==> src/rtl/uart_rx_fifo_if.sv <==
// Read-side bundle of the UART receiver: FIFO pop handshake, occupancy and
// the one-cycle status pulses. The receiver uses the slave view and the
// consumer logic uses the master view.
interface uart_rx_fifo_if #(
   parameter int DATA_SIZE  = 8,
   parameter int FIFO_DEPTH = 16
);
   logic                          rd_en;
   logic                          rd_valid;
   logic [DATA_SIZE-1:0]          rd_data;
   logic [$clog2(FIFO_DEPTH):0]   fifo_count;
   logic                          parity_err;
   logic                          frame_err;
   logic                          break_det;
   logic                          overrun;

   modport slave (
      input  rd_en,
      output rd_valid, rd_data, fifo_count,
             parity_err, frame_err, break_det, overrun
   );

   modport master (
      output rd_en,
      input  rd_valid, rd_data, fifo_count,
             parity_err, frame_err, break_det, overrun
   );
endinterface

==> src/rtl/uart_rx_fifo.sv <==
// UART receiver with 3-sample mid-bit majority vote and a first-word-fall-
// through FIFO. Supports 5..9 data bits, none/odd/even parity and 1 or 2
// stop bits. Errors, line break and FIFO overrun are reported as pulses.
module uart_rx_fifo #(
   parameter int SYS_FREQ   = 50000000,
   parameter int BAUD_RATE  = 9600,
   parameter int DATA_SIZE  = 8,
   parameter int PARITY     = 0,
   parameter int STOP_SIZE  = 1,
   parameter int SAMPLE     = 16,
   parameter int FIFO_DEPTH = 16
) (
   input  logic              clk,
   input  logic              rst_n,
   input  logic              Rx,
   uart_rx_fifo_if.slave     rd_if
);

   localparam int DIV_RAW = SYS_FREQ / (BAUD_RATE * SAMPLE);
   localparam int DIV     = (DIV_RAW < 1) ? 1 : DIV_RAW;
   localparam int DIV_W   = $clog2(DIV + 1);
   localparam int TICK_W  = $clog2(SAMPLE);
   localparam int M       = SAMPLE / 2;
   localparam int BIT_W   = $clog2(DATA_SIZE);
   localparam int AW      = $clog2(FIFO_DEPTH);
   localparam int CW      = AW + 1;

   typedef enum logic [2:0] {
      S_IDLE,
      S_START,
      S_DATA,
      S_PARITY,
      S_STOP,
      S_WAIT_HIGH
   } state_t;

   state_t               r_state;
   logic                 r_rxMeta;
   logic                 r_rxSync;
   logic                 r_rxPrev;
   logic [DIV_W-1:0]     r_divCnt;
   logic [TICK_W-1:0]    r_tickCnt;
   logic                 r_s0;
   logic                 r_s1;
   logic [DATA_SIZE-1:0] r_shift;
   logic [BIT_W-1:0]     r_bitIdx;
   logic                 r_parBit;
   logic                 r_stopIdx;
   logic                 r_stopErr;
   logic                 r_stopAll0;
   logic                 r_parityErr;
   logic                 r_frameErr;
   logic                 r_breakDet;
   logic                 r_overrun;

   logic [DATA_SIZE-1:0] r_mem [FIFO_DEPTH];
   logic [AW-1:0]        r_wrPtr;
   logic [AW-1:0]        r_rdPtr;
   logic [CW-1:0]        r_count;

   logic w_startEdge;
   logic w_tick;
   logic w_voteNow;
   logic w_vote;
   logic w_lastStop;
   logic w_break;
   logic w_frameErr;
   logic w_parErr;
   logic w_push;
   logic w_pop;
   logic w_full;
   logic w_wrOk;

   // A falling edge is only a start bit when the receiver is idle.
   assign w_startEdge = (r_state == S_IDLE) && r_rxPrev && !r_rxSync;
   assign w_tick      = (r_divCnt == DIV_W'(1));
   assign w_voteNow   = w_tick && (r_tickCnt == TICK_W'(M + 1));
   assign w_vote      = (r_s0 & r_s1) | (r_s0 & r_rxSync) | (r_s1 & r_rxSync);
   assign w_lastStop  = (r_state == S_STOP) && (r_stopIdx == 1'(STOP_SIZE - 1));

   // Frame outcome, evaluated with the vote of the last stop bit.
   assign w_break    = (r_shift == '0) && ((PARITY == 0) || !r_parBit) &&
                       r_stopAll0 && !w_vote;
   assign w_frameErr = r_stopErr || !w_vote;
   assign w_parErr   = (PARITY != 0) &&
                       ((^r_shift ^ r_parBit) != (PARITY == 1));
   assign w_push     = w_voteNow && w_lastStop && !w_break &&
                       !w_frameErr && !w_parErr;

   assign w_pop  = rd_if.rd_en && (r_count != '0);
   assign w_full = (r_count == CW'(FIFO_DEPTH));
   assign w_wrOk = w_push && (!w_full || w_pop);

   assign rd_if.rd_valid   = (r_count != '0);
   assign rd_if.rd_data    = r_mem[r_rdPtr];
   assign rd_if.fifo_count = r_count;
   assign rd_if.parity_err = r_parityErr;
   assign rd_if.frame_err  = r_frameErr;
   assign rd_if.break_det  = r_breakDet;
   assign rd_if.overrun    = r_overrun;

   // Two-flop synchroniser for the asynchronous Rx pin plus an edge-detect flop.
   always_ff @(posedge clk or negedge rst_n) begin
      if (!rst_n) begin
         r_rxMeta <= 1'b1;
         r_rxSync <= 1'b1;
         r_rxPrev <= 1'b1;
      end else begin
         r_rxMeta <= Rx;
         r_rxSync <= r_rxMeta;
         r_rxPrev <= r_rxSync;
      end
   end

   // Baud divider, oversampling tick index and the two early vote samples;
   // the start edge realigns all of them to the new frame.
   always_ff @(posedge clk or negedge rst_n) begin
      if (!rst_n) begin
         r_divCnt  <= DIV_W'(1);
         r_tickCnt <= '0;
         r_s0      <= 1'b1;
         r_s1      <= 1'b1;
      end else if (w_startEdge) begin
         r_divCnt  <= DIV_W'(DIV);
         r_tickCnt <= '0;
      end else begin
         r_divCnt <= w_tick ? DIV_W'(DIV) : r_divCnt - DIV_W'(1);
         if (w_tick) begin
            r_tickCnt <= (r_tickCnt == TICK_W'(SAMPLE - 1)) ? '0 : r_tickCnt + TICK_W'(1);
            if (r_tickCnt == TICK_W'(M - 1)) r_s0 <= r_rxSync;
            if (r_tickCnt == TICK_W'(M))     r_s1 <= r_rxSync;
         end
      end
   end

   // Frame FSM: each state consumes one voted bit; status pulses are registered.
   always_ff @(posedge clk or negedge rst_n) begin
      if (!rst_n) begin
         r_state     <= S_IDLE;
         r_shift     <= '0;
         r_bitIdx    <= '0;
         r_parBit    <= 1'b0;
         r_stopIdx   <= 1'b0;
         r_stopErr   <= 1'b0;
         r_stopAll0  <= 1'b1;
         r_parityErr <= 1'b0;
         r_frameErr  <= 1'b0;
         r_breakDet  <= 1'b0;
      end else begin
         r_parityErr <= 1'b0;
         r_frameErr  <= 1'b0;
         r_breakDet  <= 1'b0;
         case (r_state)
            S_IDLE: begin
               if (w_startEdge) r_state <= S_START;
            end
            S_START: begin
               if (w_voteNow) begin
                  if (!w_vote) begin
                     r_state    <= S_DATA;
                     r_bitIdx   <= '0;
                     r_parBit   <= 1'b0;
                     r_stopErr  <= 1'b0;
                     r_stopAll0 <= 1'b1;
                  end else begin
                     r_state <= S_IDLE;
                  end
               end
            end
            S_DATA: begin
               if (w_voteNow) begin
                  r_shift <= {w_vote, r_shift[DATA_SIZE-1:1]};
                  if (r_bitIdx == BIT_W'(DATA_SIZE - 1)) begin
                     r_state   <= (PARITY != 0) ? S_PARITY : S_STOP;
                     r_stopIdx <= 1'b0;
                  end else begin
                     r_bitIdx <= r_bitIdx + BIT_W'(1);
                  end
               end
            end
            S_PARITY: begin
               if (w_voteNow) begin
                  r_parBit  <= w_vote;
                  r_stopIdx <= 1'b0;
                  r_state   <= S_STOP;
               end
            end
            S_STOP: begin
               if (w_voteNow) begin
                  if (w_lastStop) begin
                     if (w_break)         r_breakDet  <= 1'b1;
                     else if (w_frameErr) r_frameErr  <= 1'b1;
                     else if (w_parErr)   r_parityErr <= 1'b1;
                     r_state <= w_vote ? S_IDLE : S_WAIT_HIGH;
                  end else begin
                     r_stopErr  <= r_stopErr | !w_vote;
                     r_stopAll0 <= r_stopAll0 & !w_vote;
                     r_stopIdx  <= 1'b1;
                  end
               end
            end
            S_WAIT_HIGH: begin
               if (r_rxSync) r_state <= S_IDLE;
            end
            default: r_state <= S_IDLE;
         endcase
      end
   end

   // FIFO storage and pointers; a full FIFO only takes a word alongside a pop.
   always_ff @(posedge clk or negedge rst_n) begin
      if (!rst_n) begin
         r_wrPtr   <= '0;
         r_rdPtr   <= '0;
         r_count   <= '0;
         r_overrun <= 1'b0;
         for (int i = 0; i < FIFO_DEPTH; i++) r_mem[i] <= '0;
      end else begin
         r_overrun <= w_push && w_full && !w_pop;
         if (w_wrOk) begin
            r_mem[r_wrPtr] <= r_shift;
            r_wrPtr        <= r_wrPtr + AW'(1);
         end
         if (w_pop) r_rdPtr <= r_rdPtr + AW'(1);
         case ({w_wrOk, w_pop})
            2'b10:   r_count <= r_count + CW'(1);
            2'b01:   r_count <= r_count - CW'(1);
            default: r_count <= r_count;
         endcase
      end
   end

endmodule

==> src/flat_wrapper.sv <==
// flat-port wrapper written by rule: the top's interface ports become plain ports
module uart_rx_fifo_flat 
#(
   parameter int SYS_FREQ   = 50000000,
   parameter int BAUD_RATE  = 9600,
   parameter int DATA_SIZE  = 8,
   parameter int PARITY     = 0,
   parameter int STOP_SIZE  = 1,
   parameter int SAMPLE     = 16,
   parameter int FIFO_DEPTH = 16
)
  (clk, rst_n, Rx, rd_if_rd_en, rd_if_rd_valid, rd_if_rd_data, rd_if_fifo_count, rd_if_parity_err, rd_if_frame_err, rd_if_break_det, rd_if_overrun);
  uart_rx_fifo_if #(.DATA_SIZE(DATA_SIZE), .FIFO_DEPTH(FIFO_DEPTH)) rd_if_i ();
  input  logic clk;
  input  logic rst_n;
  input  logic Rx;
  input wire logic [$bits(rd_if_i.rd_en)-1:0] rd_if_rd_en;
  output wire logic [$bits(rd_if_i.rd_valid)-1:0] rd_if_rd_valid;
  output wire logic [$bits(rd_if_i.rd_data)-1:0] rd_if_rd_data;
  output wire logic [$bits(rd_if_i.fifo_count)-1:0] rd_if_fifo_count;
  output wire logic [$bits(rd_if_i.parity_err)-1:0] rd_if_parity_err;
  output wire logic [$bits(rd_if_i.frame_err)-1:0] rd_if_frame_err;
  output wire logic [$bits(rd_if_i.break_det)-1:0] rd_if_break_det;
  output wire logic [$bits(rd_if_i.overrun)-1:0] rd_if_overrun;
  assign rd_if_i.rd_en = rd_if_rd_en;
  assign rd_if_rd_valid = rd_if_i.rd_valid;
  assign rd_if_rd_data = rd_if_i.rd_data;
  assign rd_if_fifo_count = rd_if_i.fifo_count;
  assign rd_if_parity_err = rd_if_i.parity_err;
  assign rd_if_frame_err = rd_if_i.frame_err;
  assign rd_if_break_det = rd_if_i.break_det;
  assign rd_if_overrun = rd_if_i.overrun;
  uart_rx_fifo #(.SYS_FREQ(SYS_FREQ), .BAUD_RATE(BAUD_RATE), .DATA_SIZE(DATA_SIZE), .PARITY(PARITY), .STOP_SIZE(STOP_SIZE), .SAMPLE(SAMPLE), .FIFO_DEPTH(FIFO_DEPTH)) u_core (.clk(clk), .rst_n(rst_n), .Rx(Rx), .rd_if(rd_if_i));
endmodule
==> config.mk <==
export PLATFORM = sky130hd
export DESIGN_NAME = uart_rx_fifo_flat
export DESIGN_NICKNAME = d
export VERILOG_FILES = /design/src/rtl/uart_rx_fifo_if.sv /design/src/rtl/uart_rx_fifo.sv /design/src/flat_wrapper.sv
export SDC_FILE = /design/constraint.sdc
export NUM_CORES = 1
export LEC_CHECK = 0
export CORE_AREA = 4 4 133 135
export CTS_BUF_LIST = sky130_fd_sc_hd__clkbuf_4 sky130_fd_sc_hd__clkbuf_8
export CTS_CLUSTER_SIZE = 10
export DETAILED_ROUTE_END_ITERATION = 7
export DIE_AREA = 0 0 137 139
export GPL_TIMING_DRIVEN = 0
export PLACE_DENSITY_LB_ADDON = 0.2
export SLEW_MARGIN = 20
export SYNTH_ARGS = -nofsm -noshare
export SYNTH_HDL_FRONTEND = slang
export SYNTH_SLANG_ARGS = --single-unit
==> constraint.sdc <==
create_clock -name clk -period 3.8 [get_ports clk]
set_clock_uncertainty 0.1 [all_clocks]
set_input_delay 0.76 -clock clk [delete_from_list [all_inputs] [get_ports clk]]
set_output_delay 0.76 -clock clk [all_outputs]
set_load 0.02 [all_outputs]
==> flow_metrics.py, run 1 <==
metrics = {
    "worst_setup_path": {
        "start_kind": "register",
        "path_max_fanout": 10,
        "crit_type": "reg -> out",
        "cpPeakStageDelay_ns": 0.56,
        "crit_path_end_kind": "primary output",
        "r2r_slack_ns": 0.33,
        "crit_chain": "clkbuf_4 -> mux4_2 -> mux4_2 -> clkdlybuf4s50_1",
        "arrival_ns": 2.81,
        "rr_endpoint": "u_core.rd_if.fifo_count[4]",
        "r2r_cells": 14,
        "cp.buffers_inverters": 2,
        "slowest_stage": "clkdlybuf4s50_1",
        "crit_top_cell": "mux4_2",
        "required_ns": 2.94,
        "r2r_start": "u_core.r_divCnt[0]",
        "crit_family": "buffers and inverters",
    },
    "route": {
        "vias": 5178,
        "final_antenna_net_count": 0,
        "viasPerCell": 5.80,
        "drt-initial-drc-count": 348,
        "drc_errors": 0,
        "routed_wl_um": 18200,
        "first_pass_iters": 6,
        "wl_per_cell_um": 20.4,
    },
    "global_routing": {
        "grt_pass1_wl_um": 30300,
        "grtUsageTotal_pct": 20.6,
        "grt_pass1_vias": 5555,
        "met3_usage_pct": 3.77,
        "grtUsageMet1_pct": 29.2,
        "antenna_found_initial": 0,
        "use_met2_pct": 33.0,
        "top_usage_layer": "met2",
        "grt_max_degree": 107,
        "grt_overflow_total": 0,
    },
    "sta": {
        "max_clock_freq_mhz": 272,
        "tightest_slew_ns": 0.809,
        "fin_ws_ns": 0.129,
        "rsz0062_at_grt": "false",
        "period_share_pct": 96.6,
        "max-slew-margin-rel_pct": 46.0,
        "finalHoldViolCount": 0,
        "setup_violations": 0,
        "slew_viol_final": 0,
        "fin_crit_ns": 3.67,
    },
    "logic_synthesis": {
        "synth_area_leader_cell": "dfrtp_1",
        "syn_area_um2": 9010,
        "synth_edf_count": 0,
        "ys_ff_latch": 179,
        "seq_area_frac_synth_pct": 49.8,
        "syn_area_per_cell_um2": 14.6,
        "yosysTopAreaCellShare_pct": 47.8,
        "ys_top_cells_by_area": "dfrtp_1, mux2_2, mux4_2",
        "synth_cells": 619,
        "synth_cell_types": 57,
        "synth_nets": 639,
        "ys.flop_type": "dfrtp_1",
        "synthArstFlopShare_pct": 100,
        "yosys_warnings": 0,
    },
    "floorplanning": {
        "coreArea_um2": 16500,
        "die_x_um": 137,
        "ios": 22,
        "start_util_pct": 54.7,
        "fp.dieH_um": 139,
        "rows": 47,
        "die-area_um2": 19000,
    },
    "min_path": {
        "hp-class": "in -> async",
    },
    "final_layout": {
        "final_cells": 892,
        "regArea_um2": 4490,
        "nFillCells": 1263,
        "diodes": 0,
        "final_layout_size_suffix_gt1_share_pct": 39.6,
        "multi_input_area_um2": 4260,
        "final_util_pct": 60.5,
        "syn_to_final_growth_pct": 10.6,
        "nNetsFinal": 679,
    },
    "place": {
        "numPlacedInstances": 860,
        "port_buffers": 20,
        "gp_congestion": 0.794,
        "dp_slack_ns": -0.000443,
        "hpwl_um": 12500,
    },
    "pwr": {
        "ir_drop_v": 0.000233,
        "p_clk_share_pct": 37.2,
        "pwr-share-seq_pct": 57.6,
        "p_leak_nw": 4.84,
        "p_int_mw": 2.68,
        "swShare_pct": 24.5,
        "switchingPower_mw": 0.871,
        "p_per_area_nw_per_um2": 356,
        "p_comb_share_pct": 5.2,
    },
    "clocking": {
        "clock-sinks": 179,
        "h-tree-depth": 4,
        "ctsHoldBuffers": 0,
        "clk_pin_slew_worst_paths_ns": 0.09,
        "cts_buffer_depth": 2,
        "clockRootBuffer": "clkbuf_8",
        "clk_latency_ns": 0.45,
        "cts_buffers": 17,
        "cts_tree": "yes",
    },
    "run": {
        "max_cap_viol_count": 0,
    },
    "status": {
        "status": "complete, no violations",
    },
}
## stage by stage
| step | area [um^2] | total power, mW | hold slack (ns) | setup TNS, ns |
|---|---|---|---|---|
| after global placement | 9490 | 2.25 | 0.251 | -873.41 |
| final | 9960 | 3.55 | 0.155 | 0 |
| after global routing | 9960 | 3.70 | 0.172 | 0 |
| after floorplan | 9010 | 2.18 | 0.245 | 0 |
| after detailed placement | 9520 | 2.27 | 0.248 | -0.000443 |
| after CTS | 9950 | 3.58 | 0.163 | 0 |
## worst max path at each step
| stage | startpoint | end | slack (ns) | cells past startpoint |
|---|---|---|---|---|
| 5_1_grt | u_core.r_rdPtr[1] | rd_if_rd_data[1] | 0.02 | 4 |
| 2_1_floorplan | u_core.rd_if.fifo_count[1] | u_core.rd_if.fifo_count[4] | 0.59 | 12 |
| 4_1_cts | u_core.r_rdPtr[0] | rd_if_rd_data[1] | 0.03 | 4 |
| 6_report | u_core.r_rdPtr[1] | rd_if_rd_data[0] | 0.13 | 4 |
| 3_3_place_gp | rst_n | u_core.rd_if.fifo_count[2] | -4.98 | 1 |
| 3_5_place_dp | u_core.r_rdPtr[0] | rd_if_rd_data[1] | -0.0004 | 5 |
## flip-flops by register name, summed over array words and instances (netlist names), 3 cells and up
signal,count
u_core.r_bitIdx,3
u_core.r_divCnt,9
u_core.r_mem,128
u_core.r_rdPtr,4
u_core.r_shift,8
u_core.r_state,3
u_core.r_tickCnt,4
u_core.r_wrPtr,4
u_core.rd_if.fifo_count,5
## synthesized netlist by cell type (4+ instances only)
cell,n
mux2_4,56
mux2_2,86
nor4b_1,4
a21oi_1,10
inv_1,8
mux4_2,40
o21ai_0,11
and3_1,4
ha_1,16
nor3_1,5
dfstp_2,7
xnor2_1,10
nand2_1,22
clkbuf_1,25
dfrtp_1,172
buf_1,8
nand3_1,10
buf_2,7
nand2b_1,9
nor3b_1,5
nor2_1,18
nand4_2,7
xor2_1,7
or4_1,4
nor2b_1,8
nand4_4,9
nor4_1,5
## kinds of logic (layout without fill, tap and decap cells)
kind of cell             Yosys count  after routing  synth area share [%]
flip-flops                       179            179                  49.8
AO/OA/AOI/OAI                     41             41                  2.96
XOR/XNOR                          17             17                  1.65
multiplexers                     182            182                  30.1
adder cells (fa/ha/maj)           17             17                  2.33
AND/OR/NAND/NOR                  128            128                  10.3
buffers and inverters             54            107                  2.86
other                              1              1                0.0416
## placed cells by master (no fill, tap or decap), drive strengths merged, types with 16 or more instances in the layout
cell	Yosys	layout
dfrtp	172	172
nor2	18	18
nand2	22	22
clkdlybuf4s50	0	19
clkbuf	25	43
buf	21	25
mux2	142	142
mux4	40	40
ha	16	16
nand4	19	19
## area by class of cell
cell class,instances,area share [%]
buffer,44,2.51
sequential,179,45.1
clock inverter,12,1.29
timing repair buffer,23,2.49
multi-input combinational,386,42.8
clock buffer,20,2.76
tap,220,2.76
inverter,8,0.301
## power groups by stage
stage          logic [mW]  clock network, mW  registers, mW
5_1_grt             0.214               1.43           2.05
2_1_floorplan       0.121                  0           2.06
3_3_place_gp        0.174                  0           2.07
3_5_place_dp        0.189                  0           2.08
4_1_cts             0.189               1.35           2.04
6_report            0.185               1.32           2.04
## timing repair
| action | 4_1_cts | 5_1_grt |
|---|---|---|
| resized for setup | 13 | 0 |
| setup endpoints to repair | 8 | 6 |
| setup buffers | 0 | 2 |
| cloned | 0 | 0 |
| pin swaps | 0 | 0 |
## per-layer routing
| metal | up-vias | share of wire, % |
|---|---|---|
| met5 | - | 0 |
| met4 | 0 | 1.1 |
| met3 | 11 | 2.5 |
| met2 | 74 | 50 |
| met1 | 2736 | 47 |
| li1 | 2357 | - |
Power figures use the tool's default switching activity.
==> run 2, diff against run 1 <==
--- a/config.mk
+++ b/config.mk
@@ -5,6 +5,7 @@
 export SDC_FILE = /design/constraint.sdc
 export NUM_CORES = 1
 export LEC_CHECK = 0
+export CAP_MARGIN = 40
 export CORE_AREA = 4 4 133 135
 export CTS_BUF_LIST = sky130_fd_sc_hd__clkbuf_4 sky130_fd_sc_hd__clkbuf_8
 export CTS_CLUSTER_SIZE = 10
@@ -12,6 +13,7 @@
 export DIE_AREA = 0 0 137 139
 export GPL_TIMING_DRIVEN = 0
 export PLACE_DENSITY_LB_ADDON = 0.2
+export REMOVE_ABC_BUFFERS = 1
 export SLEW_MARGIN = 20
 export SYNTH_ARGS = -nofsm -noshare
 export SYNTH_HDL_FRONTEND = slang
==> run 2 against run 1 <==
Effect of this change: die area unchanged; final cell count decreased by 4.6%; global-route usage decreased by 0.55 points; sequential cell count unchanged; combinational power about the same; count of clock-buffer cells in the layout increased by 3; largest power group unchanged.
==> flow_metrics.py, run 2 (synthesis gave the netlist of run 1 again) <==
metrics = {
    "sta": {
        "rsz0062_at_grt": "false",
        "slew_viol_final": 0,
        "setup_violations": 0,
        "period_share_pct": 95.2,
        "tns_ns": 0,
        "finalHoldViolCount": 0,
        "fin_ws_ns": 0.183,
        "fin_crit_ns": 3.62,
        "tightest_slew_ns": 0.733,
        "max-slew-margin-rel_pct": 51.0,
        "max_clock_freq_mhz": 276,
    },
    "global_routing": {
        "grt_overflow_total": 0,
        "grt_pass1_vias": 5475,
        "grt_max_degree": 97,
        "antenna_found_initial": 0,
        "grtUsageTotal_pct": 20.0,
        "grt_pass1_wl_um": 29400,
    },
    "clocking": {
        "clockRootBuffer": "clkbuf_8",
        "clk_pin_slew_worst_paths_ns": 0.08,
        "cts_tree": "yes",
        "ctsResizeCount": 0,
        "h-tree-depth": 4,
        "clock-sinks": 179,
        "cts_buffer_depth": 2,
        "cts_buffers": 17,
        "clk_latency_ns": 0.46,
    },
    "floorplanning": {
        "fp.dieH_um": 139,
        "die-area_um2": 19000,
        "start_util_pct": 54.7,
        "die_x_um": 137,
        "rows": 47,
        "ios": 22,
        "coreArea_um2": 16500,
    },
    "worst_setup_path": {
        "path_max_fanout": 9,
        "r2r_start": "u_core.r_divCnt[0]",
        "cp-startpoint": "u_core.r_rdPtr[0]",
        "rr_endpoint": "u_core.rd_if.fifo_count[4]",
        "required_ns": 2.94,
        "r2r_slack_ns": 0.28,
        "crit_path_end_kind": "primary output",
        "start_kind": "register",
        "crit_type": "reg -> out",
        "r2r_cells": 12,
        "arrival_ns": 2.76,
    },
    "route": {
        "first_pass_iters": 5,
        "vias": 5060,
        "viasPerCell": 5.95,
        "wl_per_cell_um": 21.0,
        "drt-initial-drc-count": 211,
        "final_antenna_net_count": 0,
        "routed_wl_um": 17900,
        "drc_errors": 0,
    },
    "final_layout": {
        "mostFrequentLayoutCells": "dfrtp_1, mux2_2, mux2_4",
        "diodes": 0,
        "syn_to_final_growth_pct": 8.25,
        "final_layout_size_suffix_gt1_share_pct": 40.6,
        "nNetsFinal": 638,
        "regArea_um2": 4490,
        "largest_register_ffs": 128,
        "nFillCells": 1273,
        "mostFrequentLayoutCell": "dfrtp_1",
        "multi_input_area_um2": 4270,
        "final_util_pct": 59.2,
        "largest_register": "u_core.r_mem",
        "top_regs": "u_core.r_mem (128), u_core.r_divCnt (9), u_core.r_shift (8)",
    },
    "pwr": {
        "power_mw": 3.46,
        "p_per_area_nw_per_um2": 355,
        "p_leak_nw": 4.73,
        "ir_drop_v": 0.000312,
    },
    "place": {
        "hpwl_um": 11700,
        "port_buffers": 20,
        "dp_slack_ns": 0.241,
        "gp_congestion": 0.802,
    },
    "min_path": {
        "hp-class": "in -> async",
    },
    "status": {
        "status": "complete, no violations",
    },
    "run": {
        "max_cap_viol_count": 0,
    },
}
-- run 2: changes by cell type in the layout (fill, tap and decap cells not counted), sizes merged --
cell / previous run / this run
clkbuf: 43 / 23
buf: 25 / 7
bufinv: 2 / 1
clkinv: 6 / 5
inv: 9 / 8
-- run 2: layout make-up --
class                   count  area share [%]
flip-flops and latches    179            46.1
multi-input cells         386            43.7
repair buffers             26            3.23
clock buffers              23            2.99
well taps                 220            2.82
clock inverters             9           0.834
inverters                   8           0.308
-- run 2: through the flow --
step	area [um^2]	cells	hold slack, ns
after floorplan	8780	573	0.245
after global placement	9260	813	0.249
after detailed placement	9360	817	0.251
after CTS	9740	850	0.202
after global routing	9750	851	0.223
final	9750	851	0.188
-- run 2: metal layers --
layer | GRT usage, % | vias to the layer above | wire length [um]
met4 | 4.46 | 0 | 199
li1 | - | 2277 | -
met3 | 4.25 | 10 | 491
met5 | 0 | - | 0
met1 | 27.2 | 2701 | 8060
met2 | 33.2 | 72 | 9110
-- run 2: report_power, final --
| group | leakage (nW) | internal [mW] | switching [mW] | total [mW] |
|---|---|---|---|---|
| clock | 0.189 | 0.578 | 0.657 | 1.24 |
| sequential | 2.45 | 1.96 | 0.0851 | 2.05 |
| combinational | 2.09 | 0.0801 | 0.104 | 0.184 |
-- run 2: critical path, stage by stage, from the launching register on --
cell,delay (ns)
dfrtp_4,0.43
buf_4,0.23
mux4_2,0.57
mux4_2,0.51
clkdlybuf4s50_1,0.57
-- run 2: how the worst max path moves through the flow --
stage | to | slack (ns) | cells past startpoint
2_1_floorplan | rd_if_rd_data[0] | 0.32 | 2
3_3_place_gp | u_core.rd_if.fifo_count[1] | -5.10 | 1
3_5_place_dp | u_core.rd_if.fifo_count[4] | 0.24 | 11
4_1_cts | rd_if_rd_data[5] | 0.16 | 4
5_1_grt | u_core.rd_if.fifo_count[4] | 0.03 | 12
6_report | rd_if_rd_data[7] | 0.18 | 4
-- run 2: repair_timing --
item	4_1_cts	5_1_grt
setup endpoints to repair	8	0
buffers inserted	1	0
hold buffers	0	0
==> run 3, diff against run 2 <==
--- a/config.mk
+++ b/config.mk
@@ -14,6 +14,7 @@
 export GPL_TIMING_DRIVEN = 0
 export PLACE_DENSITY_LB_ADDON = 0.2
 export REMOVE_ABC_BUFFERS = 1
+export SETUP_SLACK_MARGIN = 0.05
 export SLEW_MARGIN = 20
 export SYNTH_ARGS = -nofsm -noshare
 export SYNTH_HDL_FRONTEND = slang
==> run 3 against run 2 <==
Effect of this change: register-to-register slack improved by 0.23 ns; global-route usage is the same; via count fell by 0.26%; sequential share of layout area shrank 0.11 points; critical path type unchanged; highest routed layer unchanged.
==> flow_metrics.py, run 3 (synthesis gave the netlist of run 1 again) <==
metrics = {
    "worst_setup_path": {
        "crit_family": "multiplexers",
        "cp.buffers_inverters": 2,
        "r2r_cells": 10,
        "crit_top_cell": "mux4_2",
        "crit_type": "reg -> out",
        "rr_endpoint": "u_core.rd_if.fifo_count[4]",
        "worst-path-stages": 4,
        "path_max_fanout": 9,
        "arrival_ns": 2.76,
        "crit_chain": "buf_4 -> mux4_2 -> mux4_2 -> clkdlybuf4s50_1",
        "crit_path_end_kind": "primary output",
        "start_kind": "register",
        "cpPeakStageDelay_ns": 0.57,
        "r2r_start": "u_core.rd_if.fifo_count[1]",
        "required_ns": 2.94,
        "r2r_slack_ns": 0.51,
        "slowest_stage": "mux4_2",
    },
    "final_layout": {
        "mostFrequentLayoutCell": "dfrtp_1",
        "nNetsFinal": 641,
        "final_cells": 854,
        "mostFrequentLayoutCells": "dfrtp_1, mux2_2, mux2_4",
        "largest_register": "u_core.r_mem",
        "nFillCells": 1271,
        "diodes": 0,
        "design_area_um2": 9780,
        "final_util_pct": 59.4,
        "largest_register_ffs": 128,
        "syn_to_final_growth_pct": 8.50,
        "final_layout_size_suffix_gt1_share_pct": 40.9,
        "top_regs": "u_core.r_mem (128), u_core.r_divCnt (9), u_core.r_shift (8)",
    },
    "clocking": {
        "clock-sinks": 179,
        "h-tree-depth": 4,
        "clockRootBuffer": "clkbuf_8",
        "cts_tree": "yes",
        "cts_buffer_depth": 2,
        "clk_pin_slew_worst_paths_ns": 0.08,
        "clk_latency_ns": 0.46,
        "cts_buffers": 17,
        "ctsHoldBuffers": 0,
    },
    "route": {
        "drc_errors": 0,
        "drt-initial-drc-count": 208,
        "viasPerCell": 5.91,
        "first_pass_iters": 4,
        "final_antenna_net_count": 0,
        "vias": 5047,
        "wl_per_cell_um": 20.9,
        "routed_wl_um": 17800,
    },
    "global_routing": {
        "antenna_found_initial": 0,
        "grt_pass1_wl_um": 29400,
        "grt_overflow_total": 0,
        "grt_max_degree": 97,
        "grt_pass1_vias": 5475,
        "grtUsageTotal_pct": 20.0,
    },
    "pwr": {
        "ir_drop_v": 0.000310,
        "p_clk_share_pct": 35.6,
        "p_comb_share_pct": 5.3,
        "pwr-share-seq_pct": 59.1,
        "switchingPower_mw": 0.845,
        "p_per_area_nw_per_um2": 354,
        "p_int_mw": 2.62,
        "swShare_pct": 24.4,
        "power_mw": 3.46,
        "p_leak_nw": 4.74,
    },
    "run": {
        "max_cap_viol_count": 0,
    },
    "sta": {
        "whs_ns": 0.187,
        "tightest_slew_ns": 0.725,
        "period_share_pct": 95.4,
        "finalHoldViolCount": 0,
        "tns_ns": 0,
        "rsz0062_at_grt": "false",
        "fin_crit_ns": 3.62,
        "setup_violations": 0,
        "max-slew-margin-rel_pct": 51.6,
        "slew_viol_final": 0,
        "fin_ws_ns": 0.175,
        "max_clock_freq_mhz": 276,
    },
    "floorplanning": {
        "coreArea_um2": 16500,
        "rows": 47,
        "start_util_pct": 54.7,
        "fp.dieH_um": 139,
        "die_x_um": 137,
        "die-area_um2": 19000,
        "ios": 22,
    },
    "min_path": {
        "hp-class": "in -> async",
    },
    "place": {
        "port_buffers": 20,
        "hpwl_um": 11700,
        "placed_area_um2": 9360,
        "dp_slack_ns": 0.241,
        "numPlacedInstances": 817,
        "gp_congestion": 0.802,
    },
    "status": {
        "status": "complete, no violations",
    },
}
==> run 3: how the worst max path moves through the flow <==
stage / startpoint / to / slack [ns]
detailed placement: rd_if_rd_en / u_core.rd_if.fifo_count[4] / 0.24
CTS: u_core.r_rdPtr[0] / rd_if_rd_data[5] / 0.16
global placement: rst_n / u_core.rd_if.fifo_count[1] / -5.10
global route: u_core.r_rdPtr[0] / rd_if_rd_data[6] / 0.08
finish: u_core.r_rdPtr[0] / rd_if_rd_data[7] / 0.18
floorplan: u_core.r_rdPtr[0] / rd_if_rd_data[0] / 0.32
==> run 3: area by class of cell <==
type	count	area, um^2	area share, %
Multi-Input combinational cell	386	4270	43.6
Tap cell	220	275	2.82
Clock buffer	23	292	2.98
Clock inverter	9	81.3	0.832
Inverter	8	30.0	0.307
Timing Repair Buffer	29	338	3.46
Sequential cell	179	4490	46.0
==> run 3: power by group through the flow <==
stage,logic [mW],registers (mW),clock network [mW]
after global routing,0.213,2.05,1.34
after global placement,0.172,2.07,0
after floorplan,0.119,2.06,0
after CTS,0.190,2.04,1.26
after detailed placement,0.191,2.08,0
final,0.184,2.05,1.23
==> run 3: layer usage <==
layer	vias up	global-route usage, %	part of all wire, %
met4	0	4.46	1.1
met3	10	4.25	2.8
met1	2685	27.2	45
met5	-	0	0
met2	73	33.2	51
li1	2279	-	-
==> run 3: timing repair <==
action,CTS,global route
hold endpoints to repair,0,0
setup buffers,1,3
setup endpoints to repair,8,1
gates resized for setup,0,0
